[src/rtl/enc16_pkg.sv]
// enc16_pkg: shared types, widths and popcount helper for the round-robin request encoder
package enc16_pkg;
  localparam int N_LINES = 16;
  localparam int CODE_W = 4;
  typedef enum logic {IDLE, PRESENT} enc_state_t;
  function automatic logic [CODE_W:0] popcount16(input logic [N_LINES-1:0] v);
    logic [CODE_W:0] s;
    s = '0;
    for (int i = 0; i < N_LINES; i++) s = s + {{CODE_W{1'b0}}, v[i]};
    return s;
  endfunction
endpackage

[src/rtl/rr_pick16.sv]
// rr_pick16: combinational round-robin pick of the first set mask bit at or above ptr, wrapping
module rr_pick16
  import enc16_pkg::*;
(
  input  logic [N_LINES-1:0] mask_i,
  input  logic [CODE_W-1:0]  ptr_i,
  output logic [CODE_W-1:0]  idx_o,
  output logic               any_o
);
  logic [N_LINES-1:0] rot;
  logic [CODE_W-1:0]  off;
  assign rot = N_LINES'({mask_i, mask_i} >> ptr_i);
  always_comb begin
    off = '0;
    for (int j = N_LINES - 1; j >= 0; j--) if (rot[j]) off = CODE_W'(j);
  end
  assign idx_o = ptr_i + off;
  assign any_o = |mask_i;
endmodule

[src/rtl/enc16_rr.sv]
// enc16_rr: 16-line rising-edge request encoder emitting one 4-bit code per Valid/Ack handshake,
// arbitrated round-robin from the slot after the last granted code.
module enc16_rr
  import enc16_pkg::*;
(
  input  logic               clk_i,
  input  logic               rst_i,
  input  logic [N_LINES-1:0] req_i,
  input  logic               ack_i,
  output logic [CODE_W-1:0]  code_o,
  output logic               valid_o,
  output logic [CODE_W:0]    pend_count_o,
  output logic               overrun_o
);
  enc_state_t         state_q;
  logic [N_LINES-1:0] req_q, pend_q, pend_d, rise, clr;
  logic [CODE_W-1:0]  ptr_q, code_q, pick_idx;
  logic [CODE_W:0]    pend_count_q;
  logic               valid_q, ovr_q, ovr_d, pick_any;
  assign rise = req_i & ~req_q;
  assign clr = (valid_q && ack_i) ? ({{(N_LINES-1){1'b0}}, 1'b1} << code_q) : '0;
  // a rise landing on the bit being cleared re-posts it without counting as an overrun
  assign pend_d = (pend_q & ~clr) | rise;
  assign ovr_d = |(rise & pend_q & ~clr);
  rr_pick16 u_pick (
    .mask_i(pend_q),
    .ptr_i (ptr_q),
    .idx_o (pick_idx),
    .any_o (pick_any)
  );
  always_ff @(posedge clk_i) begin
    if (rst_i) begin
      state_q      <= IDLE;
      req_q        <= '0;
      pend_q       <= '0;
      ptr_q        <= '0;
      code_q       <= '0;
      valid_q      <= 1'b0;
      pend_count_q <= '0;
      ovr_q        <= 1'b0;
    end else begin
      req_q        <= req_i;
      pend_q       <= pend_d;
      pend_count_q <= popcount16(pend_d);
      ovr_q        <= ovr_d;
      if (state_q == IDLE) begin
        if (pick_any) begin
          code_q  <= pick_idx;
          valid_q <= 1'b1;
          state_q <= PRESENT;
        end
      end else if (ack_i) begin
        valid_q <= 1'b0;
        ptr_q   <= code_q + 1'b1;
        state_q <= IDLE;
      end
    end
  end
  assign code_o       = code_q;
  assign valid_o      = valid_q;
  assign pend_count_o = pend_count_q;
  assign overrun_o    = ovr_q;
endmodule

[config.mk]
export PLATFORM = sky130hd
export DESIGN_NAME = enc16_rr
export DESIGN_NICKNAME = d
export VERILOG_FILES = /design/src/rtl/enc16_pkg.sv /design/src/rtl/rr_pick16.sv /design/src/rtl/enc16_rr.sv
export SDC_FILE = /design/constraint.sdc
export NUM_CORES = 1
export LEC_CHECK = 0
export ABC_AREA = 1
export BUFFER_PORTS_ARGS = -buffer_cell sky130_fd_sc_hd__buf_4
export CAP_MARGIN = 40
export CELL_PAD_IN_SITES_DETAIL_PLACEMENT = 0
export CELL_PAD_IN_SITES_GLOBAL_PLACEMENT = 1
export CORE_ASPECT_RATIO = 0.5
export CORE_MARGIN = 8
export CORE_UTILIZATION = 46
export DETAILED_ROUTE_END_ITERATION = 12
export PLACE_DENSITY = 0.85
export SLEW_MARGIN = 20
export SYNTH_ARGS = -nofsm -noshare
export SYNTH_HDL_FRONTEND = slang
export SYNTH_SLANG_ARGS = --single-unit
[constraint.sdc]
create_clock -name clk_i -period 8.75 [get_ports clk_i]
set_input_delay 1.75 -clock clk_i [delete_from_list [all_inputs] [get_ports clk_i]]
set_output_delay 1.75 -clock clk_i [all_outputs]
set_load 0.03 [all_outputs]
### Yosys cells after proc, flatten, opt, wreduce, memory -nomap -nowiden

Index checks and enable logic that the tools add are counted.

| word-level totals | value |
|---|---|
| register bits | 48 |
| input bits | 19 |
| output and inout bits | 11 |
| logic and storage cells | 66 |

| cells by class | value |
|---|---|
| add/subtract/negate cells | 17 |
| equality and inequality tests | 1 |
| shift-type cells | 2 |
| muxes and demuxes | 23 |
| bitwise operators | 8 |
| reductions and logical operators | 7 |

Operators with widths:

| kind | number |
|---|---|
| AND 16 bit | 4 |
| two-way mux 4 bit | 16 |
| adder 5 x 1 -> 5 bit | 11 |
| NOT 16 bit | 2 |
| OR reduction 16 bit | 2 |
| right shift 32 x 4 -> 16 bit | 1 |
| two-way mux 16 bit | 1 |
| bitwise OR 16 bit | 1 |
| << shifter 1 x 4 -> 16 bit (first input constant) | 1 |
| two-way mux 1 bit | 6 |
| AND reduction 2 bit | 3 |
| adder 4 x 1 -> 5 bit | 1 |
| adder 3 x 1 -> 4 bit | 1 |
| adder 4 x 1 -> 4 bit (second input constant) | 1 |
| adder 4 bit | 1 |
| adder 2 x 1 -> 3 bit | 1 |
| adder 1 x 1 -> 2 bit | 1 |
| != test 2 bit (second input constant) | 1 |
| nonzero test 2 bit | 1 |
| logical AND 1 bit | 1 |
| NOT 1 bit | 1 |

### Logic depth before layout (Yosys ltp)

| depth | value |
|---|---|
| word-level depth | 20 |
| mapped depth | 31 |

### By module

A second synthesis with hierarchy kept.

| unflattened totals | value |
|---|---|
| cell total of the unflattened synthesis | 557 |
| area, all modules | 3633.5 sq um |

By module, submodules not included:

| module | times used | cells an instance | area an instance (sq um) | sequential area each (sq um) |
|---|---|---|---|---|
| enc16_rr | 1 | 333 | 2386.0 | 960.9 |
| rr_pick16 | 1 | 224 | 1247.4 | 0.0 |

### Least setup slack after synthesis

Ideal clock, no wire load.

| path | value |
|---|---|
| kind | input to register |
| start point | in ack_i |
| end point | reg pend_count_q[4] (netlist: pend_count_o[4]) |
| arrival time | 5.455 ns |
| data required time | 8.622 ns |
| setup slack | 3.167 ns |
| stages | 17 |
| buffers on the path | 0 |
| cells stage by stage | nand2_1 -> nor2_1 -> inv_1 -> o21ai_0 -> nand2_1 -> fa_1 -> inv_1 -> fa_1 -> fa_1 -> fa_1 -> inv_1 -> ha_1 -> fa_1 -> nand2_1 -> inv_1 -> o21ai_0 -> nor2_1 |

| between the ends | value |
|---|---|
| longest elaborated chain between the ends | 20 |

Ends and longest elaborated chain:

| item | line | text |
|---|---|---|
| start, declared | enc16_rr.sv:9 | `input logic ack_i,` |
| logical AND 1 bit | enc16_rr.sv:21 | `assign clr = (valid_q && ack_i) ? ({{(N_LINES-1){1'b0}}, 1'b1} << code_q) : '0;` |
| two-way mux 16 bit | enc16_rr.sv:21 |  |
| NOT 16 bit | enc16_rr.sv:23 | `assign pend_d = (pend_q & ~clr) \| rise;` |
| AND 16 bit | enc16_rr.sv:23 |  |
| bitwise OR 16 bit | enc16_rr.sv:23 |  |
| via pend_d[0] | enc16_rr.sv:16 | `logic [N_LINES-1:0] req_q, pend_q, pend_d, rise, clr;` |
| adder 1 x 1 -> 2 bit | enc16_pkg.sv:9 | `for (int i = 0; i < N_LINES; i++) s = s + {{CODE_W{1'b0}}, v[i]};` |
| adder 2 x 1 -> 3 bit | enc16_pkg.sv:9 |  |
| adder 3 x 1 -> 4 bit | enc16_pkg.sv:9 |  |
| adder 4 x 1 -> 5 bit | enc16_pkg.sv:9 |  |
| adder 5 x 1 -> 5 bit (11 in a row) | enc16_pkg.sv:9 |  |
| end signal, assigned | enc16_rr.sv:44 | `pend_count_q <= popcount16(pend_d);` |
| end, declared | enc16_rr.sv:18 | `logic [CODE_W:0] pend_count_q;` |

The timed path passes the listed nets, and every way through them passes these cells.
A chain may end at the register's enable or synchronous reset.

### Worst setup path in the final report

Ends and elaborated chain as after synthesis.

==> impl_metrics.csv <==
group,metric,value,unit
sta,worstMarginPinSlew,0.8179,ns
sta,rsz0062_at_grt,"no",
setup_path,worstRegToRegCells,17,
floorplan,die-width,137.1,um
global_route,grt_pass1_wl,14390,um
global_route,grt_use_met1,0.2355,
clock_network,cts.clk_slew.worst_paths,0.07,ns
clock_network,clock_latency,0.28,ns
synthesis,synth_adder_area_share,0.1172,
sta,fin_crit,5.649,ns
outcome,outcome,"complete, no violations",
setup_path,timing.rr.start,"code_o[0]$_SDFFE_PP0P_",
sta,maxSlewViolCount,0,
synthesis,synth_common_cells,"nand2_1, nand3_1, inv_1",
synthesis,ys_ff_latch,48,
synthesis,synth_area_per_cell,6.762,um2
sta,fin_tns_setup,0,ns
global_route,grt_use_met2,0.2547,
clock_network,cts_max_level,2,
place,detailed_place_hpwl,6538,um
pwr,leakage,0.001913,uW
floorplan,die_area,10500,um2
sta,maxSlewHeadroom,0.4540,
synthesis,async_flop_share,0,
synthesis,synth_top_family_by_area,"simple AND/OR/NAND/NOR gates",
finish,design_area,3794,um2
synthesis,synth_simple_gate_area_frac,0.3623,
global_route,grt_max_degree,39,
hold_path,min_to,"state_q$_SDFF_PP0_",
finish,drive_gt1_frac,0.1500,
place,placedCellCount,608,
routing,first_iter_violations,171,
synthesis,synth_edf_count,0,
global_route,top_usage_layer,"met2",
floorplan,start_util,0.4679,
synthesis,synth-xor-area-share,0.01038,
global_route,overflow,0,
sta,period_share,0.6456,
synthesis,synth-seq-area-share,0.2848,
finish,antennaDiodeCount,0,
finish,n_fill_cell,764,
routing,wl_per_cell,13.37,um
synthesis,synth_compound_area_frac,0.1086,
clock_network,clock_path_buffers,2,
clock_network,root_buffer,"clkbuf_16",
clock_network,cts_made_buffers,5,
synthesis,yosysTopAreaCell,"dfxtp_1",
setup_path,cp-end-kind,"flop",
global_route,grt_use_total,0.1653,
global_route,use_met3,0.03289,
routing,route.detailed.drc,0,
hold_path,hp-class,"reg -> reg",
synthesis,yosysMostFrequentCell,"nand2_1",
floorplan,rows,22,
synthesis,post-synth-top-area-fraction,0.2848,
sta,setup_viol,0,
sta,fmax,177.0,MHz
setup_path,arrival,5.81,ns
clock_network,cts_tree,"built",
place,dpl-instance-area,3600,um2
synthesis,synthFlopType,"dfxtp_1",
synthesis,syn_inst,499,
synthesis,ys_warn_count,0,
routing,viasPerCell,5.011,
floorplan,coreArea,7212,um2
floorplan,boundaryPins,30,
hold_path,hold_path_startpoint,"state_q$_SDFF_PP0_",
synthesis,synth_mux_area_frac,0,
setup_path,cp_max_fo,6,
routing,vias,3087,
routing,wirelength,8235,um
routing,firstDrtPassIters,5,
job,drv_cap,0,
clock_network,clock_sinks,48,
clock_network,cts_hold_buf,0,
synthesis,synth_cell_types,40,
place,gp_congestion,0.8503,
sta,hold_viol_final,0,
pwr,ir_worst_vdd,135.5,uV
finish,utilization,0.5260,
sta,skew,0.007221,ns
setup_path,worst-setup-path-type,"in -> reg",
global_route,antenna_found_initial,0,
clock_network,post_cts_resized,0,
setup_path,r2r_slack,4.28,ns
setup_path,rr_endpoint,"pend_count_o[4]$_SDFF_PP0_",
hold_path,hold_path_depth,2,
setup_path,cp-start-kind,"input port",
global_route,grt_pass1_vias,3016,
routing,ant_nets,0,
finish,instances_no_fill,616,
finish,syn2layout_area_growth,12.42,%
synthesis,ys_top_cells_by_area,"dfxtp_1, nand2_1, nand3_1, inv_1, fa_1",
place,port_buffers,29,
floorplan,die_h,76.57,um
synthesis,syn_area,3374,um2
synthesis,syn-num-nets,543,
clock_network,post_cts_buffers,0,
setup_path,cp_data_required_time,8.91,ns
pwr,pwr_density_cell,235.7,nW/um2
finish,nets,563,
[registers in the layout, indices dropped and copies added, names as in the netlist]
signal,cells
code_o,4
overrun_o,1
pend_count_o,5
pend_q,16
ptr_q,4
req_q,16
state_q,1
valid_o,1
[how the worst max path moves through the flow]
stage / from / endpoint / slack (ns) / depth (start not counted)
global route: ack_i / pend_count_o[4]$_SDFF_PP0_ / 2.77 / 18
CTS: ack_i / pend_count_o[4]$_SDFF_PP0_ / 3.11 / 18
detailed placement: ack_i / pend_count_o[4]$_SDFF_PP0_ / 2.82 / 18
floorplan: ack_i / pend_count_o[4]$_SDFF_PP0_ / 3.17 / 17
finish: ack_i / pend_count_o[4]$_SDFF_PP0_ / 3.10 / 18
global placement: ack_i / pend_count_o[4]$_SDFF_PP0_ / 2.86 / 18
[layer usage]
| metal | vias to the layer above | share of wire | routed length [um] |
|---|---|---|---|
| li1 | 1638 | - | - |
| met1 | 1383 | 0.52 | 4301 |
| met3 | 6 | 0.038 | 310 |
| met5 | - | 0 | 0 |
| met4 | 0 | 0.0067 | 55 |
| met2 | 60 | 0.43 | 3567 |
[critical path: stages]
cell and delay [ns]:
buf_4 0.08, nand2_1 0.06, nor2_1 0.27, inv_1 0.11, o21ai_0 0.27, nand2_1 0.14
fa_1 0.56, inv_1 0.07, fa_1 0.57, fa_1 0.45, fa_1 0.52, inv_1 0.04
ha_1 0.22, fa_1 0.38, nand2_1 0.08, inv_1 0.04, o21ai_0 0.16, nor2_1 0.05
[per-stage QoR]
step	setup WS (ns)	power, uW	hold WS (ns)
6_report	3.101	894.2	0.5039
5_1_grt	2.772	975.7	0.5255
4_1_cts	3.107	903.2	0.5081
3_3_place_gp	2.858	649.6	0.4774
3_5_place_dp	2.824	653.8	0.4929
2_1_floorplan	3.167	560.5	0.4548
[cell type report]
cell class	count	area, um2	share of cell area
multi-input cells	362	2019	0.5323
flip-flops and latches	48	960.9	0.2533
inverters	73	281.5	0.07421
repair buffers	29	217.7	0.05739
clock buffers	5	125.1	0.03298
well taps	96	120.1	0.03166
clock inverters	3	68.82	0.01814
[kinds of logic after synthesis]
kind of cell,count (synthesis)
compound gates,65
flops,48
xor+xnor,4
buf+inv,89
simple gates,268
fa+ha+maj,25
[placed cells by master (no fill, tap or decap), types with 2 or more instances in the layout]
master / count
o22ai_1: 2
nor4_1: 4
nor2_1: 56
clkbuf_16: 5
xor2_1: 2
nand2_1: 105
o21ai_2: 4
bufinv_16: 2
o21ai_0: 16
o21ai_1: 8
nand2_4: 3
ha_1: 14
or2_2: 4
buf_4: 29
nand3_2: 6
a21oi_1: 28
nand4_1: 4
nor2_2: 4
fa_1: 11
inv_2: 7
inv_1: 64
nand3_1: 71
inv_6: 2
xnor2_1: 2
nor3_1: 2
nand2_2: 7
dfxtp_1: 48
[power breakdown]
| group | switching, uW | internal, uW |
|---|---|---|
| Sequential | 26.5 | 244 |
| Combinational | 228 | 148 |
| Clock | 83.1 | 165 |
(Power assumes the default switching activity.)
